File: src/rtl/bus_port_scheduler_pkg.sv
// ============================================================================
// Module : bus_port_scheduler_pkg
// Brief  : Shared FSM/owner encodings and tag constants for the bus scheduler.
// Rev    : 1.0  initial release
// ============================================================================
`default_nettype none

package bus_port_scheduler_pkg;

    typedef enum logic [1:0] {
        IDLE  = 2'd0,
        ADDR  = 2'd1,
        WDATA = 2'd2,
        RDATA = 2'd3
    } state_t;

    typedef enum logic {
        OWN_I = 1'b0,
        OWN_D = 1'b1
    } owner_t;

    localparam int DEFAULT_TAG_WIDTH = 13;
    localparam int TAG_WRITE_BIT     = DEFAULT_TAG_WIDTH - 1;

endpackage

`default_nettype wire

File: src/rtl/sched_port_mux.sv
// ============================================================================
// Module : sched_port_mux
// Brief  : Owner-select routing between the ibus/dbus ports and the system bus.
// Rev    : 1.0  initial release
// ============================================================================
`default_nettype none

module sched_port_mux
    import bus_port_scheduler_pkg::*;
#(
    parameter int BUS_DATA_WIDTH = 64,
    parameter int BUS_TAG_WIDTH  = 13
) (
    input  owner_t                    owner,
    input  logic                      req_en,
    input  logic                      resp_en,
    input  logic                      ibus_reqcyc,
    input  logic [BUS_DATA_WIDTH-1:0] ibus_req,
    input  logic [BUS_TAG_WIDTH-1:0]  ibus_reqtag,
    output logic                      ibus_reqack,
    output logic                      ibus_respcyc,
    output logic [BUS_DATA_WIDTH-1:0] ibus_resp,
    output logic [BUS_TAG_WIDTH-1:0]  ibus_resptag,
    input  logic                      ibus_respack,
    input  logic                      dbus_reqcyc,
    input  logic [BUS_DATA_WIDTH-1:0] dbus_req,
    input  logic [BUS_TAG_WIDTH-1:0]  dbus_reqtag,
    output logic                      dbus_reqack,
    output logic                      dbus_respcyc,
    output logic [BUS_DATA_WIDTH-1:0] dbus_resp,
    output logic [BUS_TAG_WIDTH-1:0]  dbus_resptag,
    input  logic                      dbus_respack,
    output logic                      bus_reqcyc,
    output logic [BUS_DATA_WIDTH-1:0] bus_req,
    output logic [BUS_TAG_WIDTH-1:0]  bus_reqtag,
    input  logic                      bus_reqack,
    input  logic                      bus_respcyc,
    input  logic [BUS_DATA_WIDTH-1:0] bus_resp,
    input  logic [BUS_TAG_WIDTH-1:0]  bus_resptag,
    output logic                      bus_respack
);

    logic sel_d;
    assign sel_d = (owner == OWN_D);

    always_comb begin
        bus_reqcyc   = 1'b0;
        bus_req      = '0;
        bus_reqtag   = '0;
        ibus_reqack  = 1'b0;
        dbus_reqack  = 1'b0;
        bus_respack  = 1'b0;
        ibus_respcyc = 1'b0;
        ibus_resp    = '0;
        ibus_resptag = '0;
        dbus_respcyc = 1'b0;
        dbus_resp    = '0;
        dbus_resptag = '0;

        if (req_en) begin
            bus_reqcyc  = sel_d ? dbus_reqcyc : ibus_reqcyc;
            bus_req     = sel_d ? dbus_req    : ibus_req;
            bus_reqtag  = sel_d ? dbus_reqtag : ibus_reqtag;
            ibus_reqack = !sel_d && bus_reqack;
            dbus_reqack =  sel_d && bus_reqack;
        end

        // The non-owner sees a silent response channel for the whole read.
        if (resp_en) begin
            bus_respack = sel_d ? dbus_respack : ibus_respack;
            if (sel_d) begin
                dbus_respcyc = bus_respcyc;
                dbus_resp    = bus_resp;
                dbus_resptag = bus_resptag;
            end else begin
                ibus_respcyc = bus_respcyc;
                ibus_resp    = bus_resp;
                ibus_resptag = bus_resptag;
            end
        end
    end

endmodule

`default_nettype wire

File: src/rtl/bus_port_scheduler.sv
// ============================================================================
// Module : bus_port_scheduler
// Brief  : Arbitrates ibus/dbus onto one burst system bus. Define
//          BUS_SCHED_ROUND_ROBIN_EN for round-robin instead of dbus priority.
// Rev    : 1.0  initial release
// ============================================================================
`default_nettype none

module bus_port_scheduler
    import bus_port_scheduler_pkg::*;
#(
    parameter int BUS_DATA_WIDTH = 64,
    parameter int BUS_TAG_WIDTH  = 13,
    parameter int BURST_BEATS    = 8
) (
    input  logic                      clk,
    input  logic                      reset,
    input  logic                      ibus_reqcyc,
    input  logic [BUS_DATA_WIDTH-1:0] ibus_req,
    input  logic [BUS_TAG_WIDTH-1:0]  ibus_reqtag,
    output logic                      ibus_reqack,
    output logic                      ibus_respcyc,
    output logic [BUS_DATA_WIDTH-1:0] ibus_resp,
    output logic [BUS_TAG_WIDTH-1:0]  ibus_resptag,
    input  logic                      ibus_respack,
    input  logic                      dbus_reqcyc,
    input  logic [BUS_DATA_WIDTH-1:0] dbus_req,
    input  logic [BUS_TAG_WIDTH-1:0]  dbus_reqtag,
    output logic                      dbus_reqack,
    output logic                      dbus_respcyc,
    output logic [BUS_DATA_WIDTH-1:0] dbus_resp,
    output logic [BUS_TAG_WIDTH-1:0]  dbus_resptag,
    input  logic                      dbus_respack,
    output logic                      bus_reqcyc,
    output logic [BUS_DATA_WIDTH-1:0] bus_req,
    output logic [BUS_TAG_WIDTH-1:0]  bus_reqtag,
    output logic                      bus_respack,
    input  logic                      bus_reqack,
    input  logic                      bus_respcyc,
    input  logic [BUS_DATA_WIDTH-1:0] bus_resp,
    input  logic [BUS_TAG_WIDTH-1:0]  bus_resptag
);

    localparam int CNT_W = $clog2(BURST_BEATS) + 1;
    localparam logic [CNT_W-1:0] LAST_BEAT = CNT_W'(BURST_BEATS - 1);
    // Write bit is the tag MSB; shift the package constant to this tag width.
    localparam int WRITE_BIT = TAG_WRITE_BIT + (BUS_TAG_WIDTH - DEFAULT_TAG_WIDTH);

    state_t           state_q, state_d;
    owner_t           owner_q, owner_d;
    logic [CNT_W-1:0] beat_q, beat_d;
    owner_t           pick;
    logic             req_beat, resp_beat;

`ifdef BUS_SCHED_ROUND_ROBIN_EN
    owner_t last_q, last_d;

    always_comb begin
        if (ibus_reqcyc && dbus_reqcyc) pick = (last_q == OWN_D) ? OWN_I : OWN_D;
        else                            pick = dbus_reqcyc ? OWN_D : OWN_I;
    end
`else
    assign pick = dbus_reqcyc ? OWN_D : OWN_I;
`endif

    assign req_beat  = bus_reqcyc && bus_reqack;
    assign resp_beat = bus_respcyc && bus_respack;

    always_comb begin
        state_d = state_q;
        owner_d = owner_q;
        beat_d  = beat_q;
`ifdef BUS_SCHED_ROUND_ROBIN_EN
        last_d  = last_q;
`endif
        case (state_q)
            IDLE: begin
                if (ibus_reqcyc || dbus_reqcyc) begin
                    owner_d = pick;
                    state_d = ADDR;
                    beat_d  = '0;
`ifdef BUS_SCHED_ROUND_ROBIN_EN
                    last_d  = pick;
`endif
                end
            end
            ADDR: begin
                if (req_beat) state_d = bus_reqtag[WRITE_BIT] ? WDATA : RDATA;
            end
            WDATA: begin
                if (req_beat) begin
                    if (beat_q == LAST_BEAT) begin
                        state_d = IDLE;
                        beat_d  = '0;
                    end else begin
                        beat_d  = beat_q + CNT_W'(1);
                    end
                end
            end
            RDATA: begin
                if (resp_beat) begin
                    if (beat_q == LAST_BEAT) begin
                        state_d = IDLE;
                        beat_d  = '0;
                    end else begin
                        beat_d  = beat_q + CNT_W'(1);
                    end
                end
            end
            default: state_d = IDLE;
        endcase
    end

    always_ff @(posedge clk or posedge reset) begin
        if (reset) begin
            state_q <= IDLE;
            owner_q <= OWN_I;
            beat_q  <= '0;
`ifdef BUS_SCHED_ROUND_ROBIN_EN
            last_q  <= OWN_I;
`endif
        end else begin
            state_q <= state_d;
            owner_q <= owner_d;
            beat_q  <= beat_d;
`ifdef BUS_SCHED_ROUND_ROBIN_EN
            last_q  <= last_d;
`endif
        end
    end

    sched_port_mux #(
        .BUS_DATA_WIDTH (BUS_DATA_WIDTH),
        .BUS_TAG_WIDTH  (BUS_TAG_WIDTH)
    ) u_mux (
        .owner        (owner_q),
        .req_en       ((state_q == ADDR) || (state_q == WDATA)),
        .resp_en      (state_q == RDATA),
        .ibus_reqcyc  (ibus_reqcyc),
        .ibus_req     (ibus_req),
        .ibus_reqtag  (ibus_reqtag),
        .ibus_reqack  (ibus_reqack),
        .ibus_respcyc (ibus_respcyc),
        .ibus_resp    (ibus_resp),
        .ibus_resptag (ibus_resptag),
        .ibus_respack (ibus_respack),
        .dbus_reqcyc  (dbus_reqcyc),
        .dbus_req     (dbus_req),
        .dbus_reqtag  (dbus_reqtag),
        .dbus_reqack  (dbus_reqack),
        .dbus_respcyc (dbus_respcyc),
        .dbus_resp    (dbus_resp),
        .dbus_resptag (dbus_resptag),
        .dbus_respack (dbus_respack),
        .bus_reqcyc   (bus_reqcyc),
        .bus_req      (bus_req),
        .bus_reqtag   (bus_reqtag),
        .bus_reqack   (bus_reqack),
        .bus_respcyc  (bus_respcyc),
        .bus_resp     (bus_resp),
        .bus_resptag  (bus_resptag),
        .bus_respack  (bus_respack)
    );

endmodule

`default_nettype wire

File: config.mk
export PLATFORM = sky130hd
export DESIGN_NAME = bus_port_scheduler
export DESIGN_NICKNAME = d
export VERILOG_FILES = /design/src/rtl/bus_port_scheduler_pkg.sv /design/src/rtl/sched_port_mux.sv /design/src/rtl/bus_port_scheduler.sv
export SDC_FILE = /design/constraint.sdc
export NUM_CORES = 1
export LEC_CHECK = 0
export BUFFER_PORTS_ARGS = -buffer_cell sky130_fd_sc_hd__buf_2
export CAP_MARGIN = 0
export CORE_AREA = 2 2 187 189
export DETAILED_ROUTE_END_ITERATION = 12
export DIE_AREA = 0 0 189 191
export GPL_ROUTABILITY_DRIVEN = 0
export PLACE_DENSITY_LB_ADDON = 0.2
export SYNTH_ARGS = -nofsm -noshare
export SYNTH_HDL_FRONTEND = slang
export SYNTH_SLANG_ARGS = --single-unit
File: constraint.sdc
create_clock -name clk -period 1.7 [get_ports clk]
set_input_delay 0.085 -clock clk [delete_from_list [all_inputs] [get_ports clk]]
set_output_delay 0.085 -clock clk [all_outputs]
set_load 0.02 [all_outputs]
**After elaboration in Yosys (flattened, before gate mapping)**

Index checks and enable logic that the tools add are counted.

- Bits in registers: 7
- Bits of input ports: 239
- Logic and storage cells: 59
- Output and inout bits: 237

- Add/sub/neg operators: 1
- Equality and inequality tests: 8
- Reductions and logical operators: 12
- Multiplexer cells: 35

Operators by type and width:

| kind | count |
|---|---|
| 2-to-1 mux 64 bit | 6 |
| 2-to-1 mux 13 bit | 6 |
| 2-to-1 mux 4 bit | 4 |
| 2-to-1 mux 1 bit | 12 |
| case mux 4 bit (3 select lines) | 1 |
| 2-to-1 mux 2 bit | 5 |
| != test 2 bit, second input constant | 4 |
| case mux 2 bit (4 select lines) | 1 |
| AND reduction 4 bit | 2 |
| adder 4 x 1 -> 4 bit, second input constant | 1 |
| equality test 2 bit, second input constant | 2 |
| equality test 4 x 3 -> 1 bit, second input constant | 1 |
| logical AND 1 bit | 4 |
| nonzero test 3 bit | 1 |
| equality test 2 x 1 -> 1 bit, second input constant | 1 |
| zero test 2 bit | 1 |
| logical OR 1 bit | 2 |
| AND reduction 2 bit | 1 |
| zero test 1 bit | 1 |

**Longest topological paths before layout**

- Word-level depth: 6
- Mapped depth: 6
- Gate-level depth less buffers: 6

**Cells and area by module**

Synthesis repeated with hierarchy kept, for this count alone.

- Cells, all modules: 410
- Area, all modules: 3071.7 um2

Modules (own cells, without submodules):

| module | area an instance (um2) | instances | sequential area each (um2) | cells each |
|---|---|---|---|---|
| sched_port_mux | 2567.5 | 1 | 0.0 | 362 |
| bus_port_scheduler | 504.2 | 1 | 175.2 | 48 |

**Least setup slack after synthesis**

OpenSTA, ideal clock, no wires.

- Kind: reg-to-reg
- Start: register state_q[0]
- End: register beat_q[0]
- Stages on the path, launching flop included: 7
- Setup time: 0.127 ns
- Period minus slack after synthesis: 1.697 ns
- Buffers on the path: 0
- Required time: 1.573 ns
- Arrival time: 1.570 ns
- Setup slack: 0.003 ns
- Path through: dfrtp_1 inv_1 ha_1 nand2_1 o21ai_2 nand3_2 mux2_1

- Word-level cells in the longest chain between the ends: 6
- Elaborated cells on any way between the ends: 15
- Those cells by class: eq/ne: 6; mux: 3; reduce/logical: 6

Ends and longest elaborated chain:

| what | RTL line | source |
|---|---|---|
| start, declared | bus_port_scheduler.sv:49 | `state_t state_q, state_d;` |
| start signal, assigned | bus_port_scheduler.sv:123 | `state_q <= state_d;` |
| equality test 2 x 1 -> 1 bit / equality test 2 bit (equally long branches) | bus_port_scheduler.sv:137, bus_port_scheduler.sv:76 |  |
| logical OR 1 bit | bus_port_scheduler.sv:137 | `.req_en ((state_q == ADDR) \|\| (state_q == WDATA)),` |
| 2-to-1 mux 1 bit | sched_port_mux.sv:60 | `if (req_en) begin` |
| logical AND 1 bit | bus_port_scheduler.sv:66 | `assign req_beat = bus_reqcyc && bus_reqack;` |
| != test 2 bit (no source line) | -- |  |
| AND reduction 4 bit (no source line) | -- |  |
| end signal, assigned | bus_port_scheduler.sv:125 | `beat_q <= beat_d;` |
| end, declared | bus_port_scheduler.sv:51 | `logic [CNT_W-1:0] beat_q, beat_d;` |

Parallel ways exist; a longest one is shown, timed or not.
A chain may end at the register's enable or synchronous reset.

**Worst setup path after layout**

- Start: register state_q[0]
- End: output port ibus_resp[4]

- Word-level cells in the longest chain between the ends: 2

Ends and longest elaborated chain:

| what | RTL line | source |
|---|---|---|
| equality test 2 bit | bus_port_scheduler.sv:138 | `.resp_en (state_q == RDATA),` |
| 2-to-1 mux 64 bit | sched_port_mux.sv:69 | `if (resp_en) begin` |
| end, declared | bus_port_scheduler.sv:23 | `output logic [BUS_DATA_WIDTH-1:0] ibus_resp,` |

Every way passes these cells.

==> metrics.yaml <==
run_status:
  status: "finished, violations left"
  violations: "setup timing"
finish:
  multi_input_area_um2: 3010
  syn_to_final_growth_pct: 156
  finalNetCount: 1147
  drive_gt1_share_pct: 67.7
  postLayoutCoreUtil_pct: 22.3
  fin_area_um2: 7600
  num-fill-cells: 3834
  regArea_um2: 179
clock_tree:
  cts_buffer_depth: 2
  root_buffer: "clkbuf_16"
  cts_tree: "yes"
  cts_max_level: 1
  clock_latency_ns: 0.23
  clkSinkCount: 7
  numCtsBuffers: 3
  clk_pin_slew_worst_paths_ns: 0.04
critical_path:
  cp_max_fo: 39
  crit_buf_inv: 3
  reg2reg_slack_ns: -0.04
  cp.depth: 6
  startpoint: "state_q[0]"
  worstPathCellList: "buf_6 -> ha_4 -> and2b_4 -> buf_16 -> and2_1 -> buf_4"
  cp_top_family: "buffers and inverters"
  cp.required_ns: 1.62
  slowest_delay_ns: 0.40
  cp-endpoint: "ibus_resp[4]"
  crit-reg2reg-launch: "state_q[0]"
  crit_type: "register to output port"
  crit_slowest_cell: "dfrtp_1"
  cp.arrival_ns: 1.68
  critPathLaunchType: "register"
  reg2reg_to: "beat_q[1]"
  ff2ff_path_depth: 7
  end_kind: "output port"
synth:
  yosysWarnings: 0
  synthArstFlopShare_pct: 100
  synth_ff_type: "dfrtp_1"
  synth_nets: 656
  netlist.area_leader.share_pct: 26.3
  synth.avg_cell_area_um2: 7.22
  synth-seq-area-share_pct: 5.90
  synth-seq-cells: 7
  synth_cell_types: 34
  synthTopCellsByArea: "mux2i_1 26%, nor2b_1 17%, and3_1 17%, and2_1 16%, dfrtp_1 5.9%"
  synthTopCellsByCount: "81 x nor2b_1, 79 x and3_1, 78 x and2_1, 78 x mux2i_1, 34 x clkbuf_1"
  syn_area_um2: 2970
  syn_inst: 411
  synth_top_cell_by_area: "mux2i_1"
  synth_most_common_cell: "nor2b_1"
  synth_edf_count: 0
timing:
  rsz0062_at_grt: "true"
  fin_skew_ns: 0.00239
  finalSetupViolations: 137
  fin_crit_sh_pct: 104
  final.min_clock_period_ns: 1.77
  final-hold-violation-count: 0
  max_freq_ghz: 0.565
  slew-limit-headroom_pct: 73.1
  tns_ns: -4.49
  layout_setup_ws_ns: -0.0699
  drv_slew: 0
  worst_slew_pin_slew_ns: 0.403
detailed_routing:
  drc: 0
  ant_nets: 0
  drt-total-wl_mm: 25.6
  drtPass1Iterations: 4
  initialDrtViolationCount: 141
  vias_per_cell: 3.74
  wl_per_cell_um: 18.9
  vias: 5081
grt:
  grt_usage_pct: 12.0
  gr-total-overflow: 0
  antenna_found_initial: 5
  grt_pass1_vias: 4844
  grt_first_pass_wirelength_mm: 32.1
  grt_max_degree: 90
floorplanning:
  io_pins: 476
  die_area_um2: 36100
  core-area_um2: 34100
  initial_utilization_pct: 8.70
  rows: 68
  die_w_um: 189
  die-height_um: 191
pwr:
  p_leak_nw: 4.47
  powerDensity_nw_per_um2: 1780
  peakVddDrop_uv: 1220
job:
  max-cap-violations: 0
min_path:
  hold_class: "input pin to register"
placed_design:
  port_buffers: 475
  place_area_um2: 6030
  dpl.hpwl_mm: 18.8
## worst min-delay path by stage
| stage | cells past startpoint | to | slack, ns | from |
|---|---|---|---|---|
| final | 2 | owner_q | 0.15 | dbus_reqcyc |
| after CTS | 2 | owner_q | 0.16 | dbus_reqcyc |
| after global routing | 2 | owner_q | 0.18 | dbus_reqcyc |
| after detailed placement | 2 | beat_q[0] | 0.05 | reset |
| after floorplan | 1 | beat_q[0] | -0.11 | reset |
| after global placement | 2 | beat_q[0] | 0.05 | reset |
## routing by layer
| metal | part of all wire (%) | wire, um | vias up | track usage [%] |
|---|---|---|---|---|
| met5 | 0.13 | 33 | - | 0 |
| met3 | 8.2 | 2100 | 18 | 2.61 |
| met1 | 38 | 9740 | 2352 | 13.8 |
| li1 | - | - | 2388 | - |
| met2 | 52 | 13300 | 317 | 22.9 |
| met4 | 1.4 | 369 | 6 | 1.95 |
## worst reg2reg max path, stage by stage, from the launching register on
cell and delay (ns):
dfrtp_1 0.40, buf_6 0.14, ha_4 0.17, buf_4 0.14
clkbuf_16 0.14, a21oi_4 0.17, nand3_2 0.14, mux2_4 0.32
## final cells by class
cell class | instances | area share (%)
antenna | 1 | 0.0329
clock buffer | 4 | 1.04
inverter | 4 | 0.197
multi-input combinational | 357 | 39.6
sequential | 7 | 2.35
tap | 455 | 7.49
timing repair buffer | 529 | 49.3
## repair_timing
action                                  4_1_cts  5_1_grt
hold buffers                                  1        0
gates resized for setup                     139      154
setup buffers                                 4        5
cloned                                        7       13
pin swaps                                     0        2
endpoints found under the hold margin         7        0
endpoints found under the setup margin      234      222
## cell usage in the layout, fill, tap and decap left out, types with 3 or more instances in the layout
master,n
nor2b_2,14
mux2i_4,5
mux2i_2,7
buf_6,45
dfrtp_1,6
clkbuf_16,14
buf_2,335
buf_4,121
and2_4,8
buf_12,8
mux2i_1,67
nor2b_4,27
ha_1,4
nor2_1,3
buf_16,7
nor2b_1,40
and2_1,70
and3_1,77
## cells by family after synthesis
family / Yosys count / synth area share (%)
AND/OR/NAND/NOR: 255 / 53.5
adder cells (fa/ha/maj): 6 / 2.53
flip-flops: 7 / 5.90
multiplexers: 81 / 27.5
buffers and inverters: 47 / 6.49
AO/OA/AOI/OAI: 15 / 4.05
## metrics by stage
step                hold WS (ns)  worst slack (ns)  instances  power (W)
detailed placement        0.0532            -0.238       1324    0.00895
global placement          0.0534            -0.253       1324    0.00904
CTS                        0.157           -0.0852       1340     0.0112
floorplan                 -0.112           0.00297        411    0.00578
finish                     0.153           -0.0699       1357     0.0135
global route               0.182            -0.124       1357     0.0143
## sequential cells by signal, indices dropped and copies added (netlist names)
signal	count
beat_q	4
owner_q	1
state_q	2
## power by group
group / total (W) / switching (W) / internal [W]
Sequential: 0.000302 / 0.0000743 / 0.000228
Combinational: 0.0128 / 0.00632 / 0.00650
Clock: 0.000413 / 0.0000998 / 0.000313
Total: 0.0135 / 0.00650 / 0.00704
No activity file was read; power rests on OpenSTA's default activity.
